$ cat src/rtl/arb_l2_pkg.sv
// Shared width defaults and pointer helper for the L2 request arbiter.
package arb_l2_pkg;

  localparam int ADDR_WIDTH_DEF = 32;
  localparam int DATA_WIDTH_DEF = 64;
  localparam int ID_WIDTH_DEF   = 16;

  function automatic int unsigned rr_next(input int unsigned ptr, input int unsigned n);
    return (ptr + 1) % n;
  endfunction

endpackage

$ cat src/rtl/rr_prio_enc_l2.sv
// Rotating priority encoder: first set bit of req scanning start, start+1, ... modulo N_CH.
// Purely combinational; with no request idx returns start and vld is low.
module rr_prio_enc_l2 #(
  parameter int N_CH   = 4,
  parameter int LOG_CH = $clog2(N_CH)
) (
  input  logic [N_CH-1:0]   req,
  input  logic [LOG_CH-1:0] start,
  output logic [LOG_CH-1:0] idx,
  output logic              vld
);

  logic [LOG_CH-1:0] cand;

  // Scan from the farthest offset down so the nearest requester is written last and wins.
  always_comb begin
    idx  = start;
    vld  = 1'b0;
    cand = start;
    for (int i = N_CH - 1; i >= 0; i--) begin
      cand = start + LOG_CH'(i);
      if (req[cand]) begin
        idx = cand;
        vld = 1'b1;
      end
    end
  end

endmodule

$ cat src/rtl/arb_req_l2.sv
// Round-robin arbiter of N_CH requesters onto one L2 bank port; request path is combinational.
// Define ARB_REQ_L2_LOCK_EN to hold the selection on an ungranted winner until it is granted or withdrawn.
module arb_req_l2
  import arb_l2_pkg::*;
#(
  parameter int N_CH       = 4,
  parameter int ADDR_WIDTH = ADDR_WIDTH_DEF,
  parameter int DATA_WIDTH = DATA_WIDTH_DEF,
  parameter int ID_WIDTH   = ID_WIDTH_DEF,
  parameter int BE_WIDTH   = DATA_WIDTH / 8,
  parameter int TAG_WIDTH  = DATA_WIDTH / 8,
  parameter int LOG_CH     = $clog2(N_CH)
) (
  input  logic                                 clk,
  input  logic                                 rst,
  input  logic [N_CH-1:0]                      data_req_i,
  input  logic [N_CH-1:0][ADDR_WIDTH-1:0]      data_add_i,
  input  logic [N_CH-1:0]                      data_wen_i,
  input  logic [N_CH-1:0][DATA_WIDTH-1:0]      data_wdata_i,
  input  logic [N_CH-1:0][TAG_WIDTH-1:0]       data_wtag_i,
  input  logic [N_CH-1:0][BE_WIDTH-1:0]        data_be_i,
  input  logic [N_CH-1:0][ID_WIDTH-1:0]        data_ID_i,
  output logic [N_CH-1:0]                      data_gnt_o,
  output logic                                 data_req_o,
  output logic [ADDR_WIDTH-1:0]                data_add_o,
  output logic                                 data_wen_o,
  output logic [DATA_WIDTH-1:0]                data_wdata_o,
  output logic [TAG_WIDTH-1:0]                 data_wtag_o,
  output logic [BE_WIDTH-1:0]                  data_be_o,
  output logic [ID_WIDTH-1:0]                  data_ID_o,
  input  logic                                 data_gnt_i,
  output logic [LOG_CH-1:0]                    rr_ptr_o
);

  logic [LOG_CH-1:0] rr_ptr;
  logic [LOG_CH-1:0] enc_idx;
  logic              enc_vld;
  logic [LOG_CH-1:0] winner;
  logic              grant;

  rr_prio_enc_l2 #(
    .N_CH   (N_CH),
    .LOG_CH (LOG_CH)
  ) u_prio (
    .req   (data_req_i),
    .start (rr_ptr),
    .idx   (enc_idx),
    .vld   (enc_vld)
  );

  assign data_req_o = |data_req_i;
  assign grant      = enc_vld & data_gnt_i;

`ifdef ARB_REQ_L2_LOCK_EN
  logic              lock_vld;
  logic [LOG_CH-1:0] lock_ch;

  assign winner = (lock_vld && data_req_i[lock_ch]) ? lock_ch : enc_idx;

  // An ungranted winner is pinned; a withdrawn lock owner falls back to normal scanning.
  always_ff @(posedge clk) begin
    if (rst) begin
      lock_vld <= 1'b0;
      lock_ch  <= '0;
    end else if (grant) begin
      lock_vld <= 1'b0;
    end else if (enc_vld) begin
      lock_vld <= 1'b1;
      lock_ch  <= winner;
    end else begin
      lock_vld <= 1'b0;
    end
  end
`else
  assign winner = enc_idx;
`endif

  always_ff @(posedge clk) begin
    if (rst) begin
      rr_ptr <= '0;
    end else if (grant) begin
      rr_ptr <= LOG_CH'(rr_next(32'(winner), 32'(N_CH)));
    end
  end

  always_comb begin
    data_gnt_o = '0;
    if (grant) data_gnt_o[winner] = 1'b1;
  end

  assign data_add_o   = data_add_i[winner];
  assign data_wen_o   = data_wen_i[winner];
  assign data_wdata_o = data_wdata_i[winner];
  assign data_wtag_o  = data_wtag_i[winner];
  assign data_be_o    = data_be_i[winner];
  assign data_ID_o    = data_ID_i[winner];
  assign rr_ptr_o     = rr_ptr;

endmodule
$ cat config.mk
export PLATFORM = sky130hd
export DESIGN_NAME = arb_req_l2
export DESIGN_NICKNAME = d
export VERILOG_FILES = /design/src/rtl/arb_l2_pkg.sv /design/src/rtl/rr_prio_enc_l2.sv /design/src/rtl/arb_req_l2.sv
export SDC_FILE = /design/constraint.sdc
export NUM_CORES = 1
export LEC_CHECK = 0
export CAP_MARGIN = 30
export CORE_AREA = 2 2 258 260
export CTS_CLUSTER_SIZE = 16
export DETAILED_ROUTE_END_ITERATION = 10
export DIE_AREA = 0 0 260 262
export PLACE_DENSITY = 0.39
export SETUP_SLACK_MARGIN = 0.3
export SLEW_MARGIN = 25
export SYNTH_ARGS = -nofsm -noshare
export SYNTH_HDL_FRONTEND = slang
export SYNTH_SLANG_ARGS = --single-unit
$ cat constraint.sdc
create_clock -name clk -period 4.35 [get_ports clk]
set_input_delay 0.87 -clock clk [delete_from_list [all_inputs] [get_ports clk]]
set_output_delay 0.87 -clock clk [all_outputs]
set_load 0.01 [all_outputs]
==> summary.md <==
| Metric | Value |
|---|---|
| CP top delay family | buffers and inverters |
| Fin. max-slew vios | 0 |
| Post-synth ARST share | 0% |
| YS warnings | 0 |
| Post-Syn Nets | 713 |
| Vias/cell | 3.132 |
| Max-capacitance violation count | 0 |
| Cell variety after synth | 20 |
| Slowest stage delay, CP | 500 ps |
| Hold WC Path Type | flip-flop to flip-flop |
| Post-route met1 wirelength | 13730 um |
| Vias in the first global route | 6073 |
| TritonCTS Buffers | 3 |
| Syn_area_per_cell | 17.35 um2 |
| Worst Hold Slack | 607.8 ps |
| R2r startpoint | rr_ptr_o[1]$_SDFFE_PP0P_ |
| Port buffer count | 658 |
| FF-to-FF path depth | 7 |
| Fin area | 0.01133 mm2 |
| Slowest cell on the critical path | clkdlybuf4s50_1 |
| H-tree levels | 1 |
| Initial antenna violation count | 19 |
| Synth-to-layout area growth | 243.7% |
| Crit Path Max Fanout | 17 |
| Routed wire length | 41270 um |
| CTS tree | done |
| Hold wc startpoint | rr_ptr_o[1]$_SDFFE_PP0P_ |
| Worst path required time | 3480 ps |
| CTS root buf | clkbuf_16 |
| Syn Inst Count | 190 |
| CTS sink count | 2 |
| PwrDens | 187.1 mW/mm2 |
| Highest metal used | met5 |
| Area post-placement | 0.01121 mm2 |
| Sequential area share after synthesis | 1.215% |
| Antenna viol nets, final | 0 |
| Crit path cell chain | clkdlybuf4s50_1, nor2_1, a221o_1, o22a_4, buf_12, buf_12, mux4_2, dlygate4sd2_1 |
| Tot Pwr | 2.119 mW |
| Max FFs per register | 2 |
| Min-Delay Endpoint | rr_ptr_o[1]$_SDFFE_PP0P_ |
| Static Leak | 4.064 nW |
| Worst Path Arrival | 3200 ps |
| Wire per inst | 23.69 um |
| Pin count of the biggest net entering global routing | 33 |
| Area of the mapped netlist | 0.003296 mm2 |
| Unrepaired setup endpoints after global routing | yes |
| EDFF count, synth | 0 |
| Nets | 1400 |
| Worst R2R End | rr_ptr_o[1]$_SDFFE_PP0P_ |
| Layout cell share with drive strength beyond 1 | 26.86% |
| Dpl hpwl | 36740 um |
| Final Cycle Share | 93.54% |
| Die area | 0.06812 mm2 |
| Grt ovf | 0 |
| Clock Tree Buf Depth | 2 |
| Ys flop type | dfxtp_1 |
| Worst reg2reg setup slack | 2400 ps |
| Worst-Margin Slew | 336.9 ps |
| Row cnt | 94 |
| Fin util | 17.35% |
| Worst skew pair latency | 220 ps |
| Peak Freq | 0.2457 GHz |
| Post-synthesis register bit count | 2 |
| Routed via count | 5456 |
| Critical path launch point type | primary input |
| Relative slew slack | 77.54% |
| Fillcell total | 7205 |
| DR pass1 iterations | 4 |
| Core area | 0.06528 mm2 |
| IO Count | 659 |
| DR WL met3 | 3557 um |
| Initial core utilization | 5.049% |
| Crit path launch | data_req_i[1] |
| All-Layer GR Usage | 10.87% |
| Routed met2 length | 23370 um |
| First-pass GRT wire length | 50690 um |
| Peak supply drop | 0.08534 mV |
| Setup_tns | 0 ps |
| Hold Path Depth | 2 |
| Critical path class | primary input to output port |
| Placer Congestion | 0.7583 |
| Final setup vio count | 0 |
| Most used cell, CP | buf_12 |
| CTS clk-pin slew, worst paths | 30 ps |
| Minimum clock period after layout | 4069 ps |
| Die width | 260 um |
| Hold Vio Cnt, Final | 0 |
| Buf+Inv Stages, Crit Path | 4 |
| Crit path capture type | output port |
| Initial DRC count | 184 |
| Die Ht | 262 um |
| Post-route DRC violation count | 0 |
| Status | finished, final reports clean |
| Clk_skew | 0.05222 ps |
routing by layer:
| layer | global-route usage [%] | vias up |
|---|---|---|
| met3 | 2.836 | 44 |
| met1 | 10.89 | 2647 |
| met4 | 1.628 | 12 |
| met2 | 22.43 | 428 |
| li1 | - | 2325 |
| met5 | 0 | - |
where the power goes:
part / switching, mW / total, mW / internal (mW)
clock: 0.0227 / 0.140 / 0.117
sequential: 0.00355 / 0.0241 / 0.0205
combinational: 0.770 / 1.95 / 1.18
total: 0.796 / 2.12 / 1.32
worst reg2reg max path, stage by stage (launching register included):
cell and delay (ps):
dfxtp_1 460, nor2_1 90, a221o_1 310, o22a_4 300
buf_12 180, buf_12 160, xnor2_1 150, a211oi_1 220
Yosys cell counts, types with 2 or more instances:
master / instances / area share, %
a21oi_1: 3 / 0.46
nor2b_1: 2 / 0.38
inv_1: 2 / 0.23
mux4_2: 129 / 88
and2_1: 2 / 0.38
buf_2: 14 / 2.1
nor2_1: 7 / 0.80
dfxtp_1: 2 / 1.2
clkbuf_1: 8 / 0.91
buf_6: 8 / 2.7
nand2_1: 4 / 0.46
worst max path at each step:
stage	to	slack (ps)	depth (start not counted)
floorplan	data_be_o[0]	1170	7
global placement	data_wdata_o[35]	50	8
detailed placement	data_wdata_o[2]	70	8
CTS	data_wdata_o[54]	200	9
global route	data_wdata_o[2]	200	8
finish	data_wdata_o[2]	280	8
metrics by stage:
step / std cells / setup WS [ps]
after global placement: 1720 / 46.89
after global routing: 1741 / 200.5
after CTS: 1726 / 200.4
final: 1742 / 280.8
after detailed placement: 1720 / 69.17
after floorplan: 190 / 1170
cells in the final DEF (no fill, tap or decap), drive strengths merged:
cell,netlist,routed
clkdlybuf4s50,0,526
mux4,129,129
buf,22,68
dlygate4sd2,0,58
clkbuf,8,34
clkdlybuf4s15,0,17
dlymetal6s2s,0,11
nor2,7,7
nand2,4,4
diode,0,3
a21oi,3,3
nor2b,2,2
inv,2,2
and2,2,2
dfxtp,2,2
a221o,1,1
o22a,1,1
a2bb2oi,1,1
o21ai,1,1
o221a,1,1
nor3,1,1
and3,1,1
xnor2,1,1
a211oi,1,1
bufbuf,0,1
final cells by class:
class                   instances  area, um2  share of cell area, %
repair buffers                712       7033                  62.10
well taps                     864       1081                  9.545
inverters                       2      7.507                0.06628
flip-flops and latches          2      40.04                 0.3535
clock buffers                   3      75.07                 0.6628
multi-input cells             156       3082                  27.21
diodes                          3      7.507                0.06628
cell families (layout without fill, tap and decap cells):
family                 after synthesis  after routing  synth area share [%]
AO/OA/AOI/OAI                        9              9                 2.012
XOR/XNOR                             1              1                0.2658
buffers and inverters               32            717                 5.999
flip-flops                           2              2                 1.215
multiplexers                       129            129                 88.16
other                                0              3                     0
AND/OR/NAND/NOR                     17             17                 2.354
repair_timing:
item / 4_1_cts / 5_1_grt
hold buffers: 0 / 0
gates resized for setup: 115 / 83
endpoints found under the hold margin: 0 / 0
pin swaps: 0 / 1
gates cloned: 1 / 2
endpoints found under the setup margin: 113 / 110
buffers inserted: 2 / 11
Power figures use the tool's default switching activity.
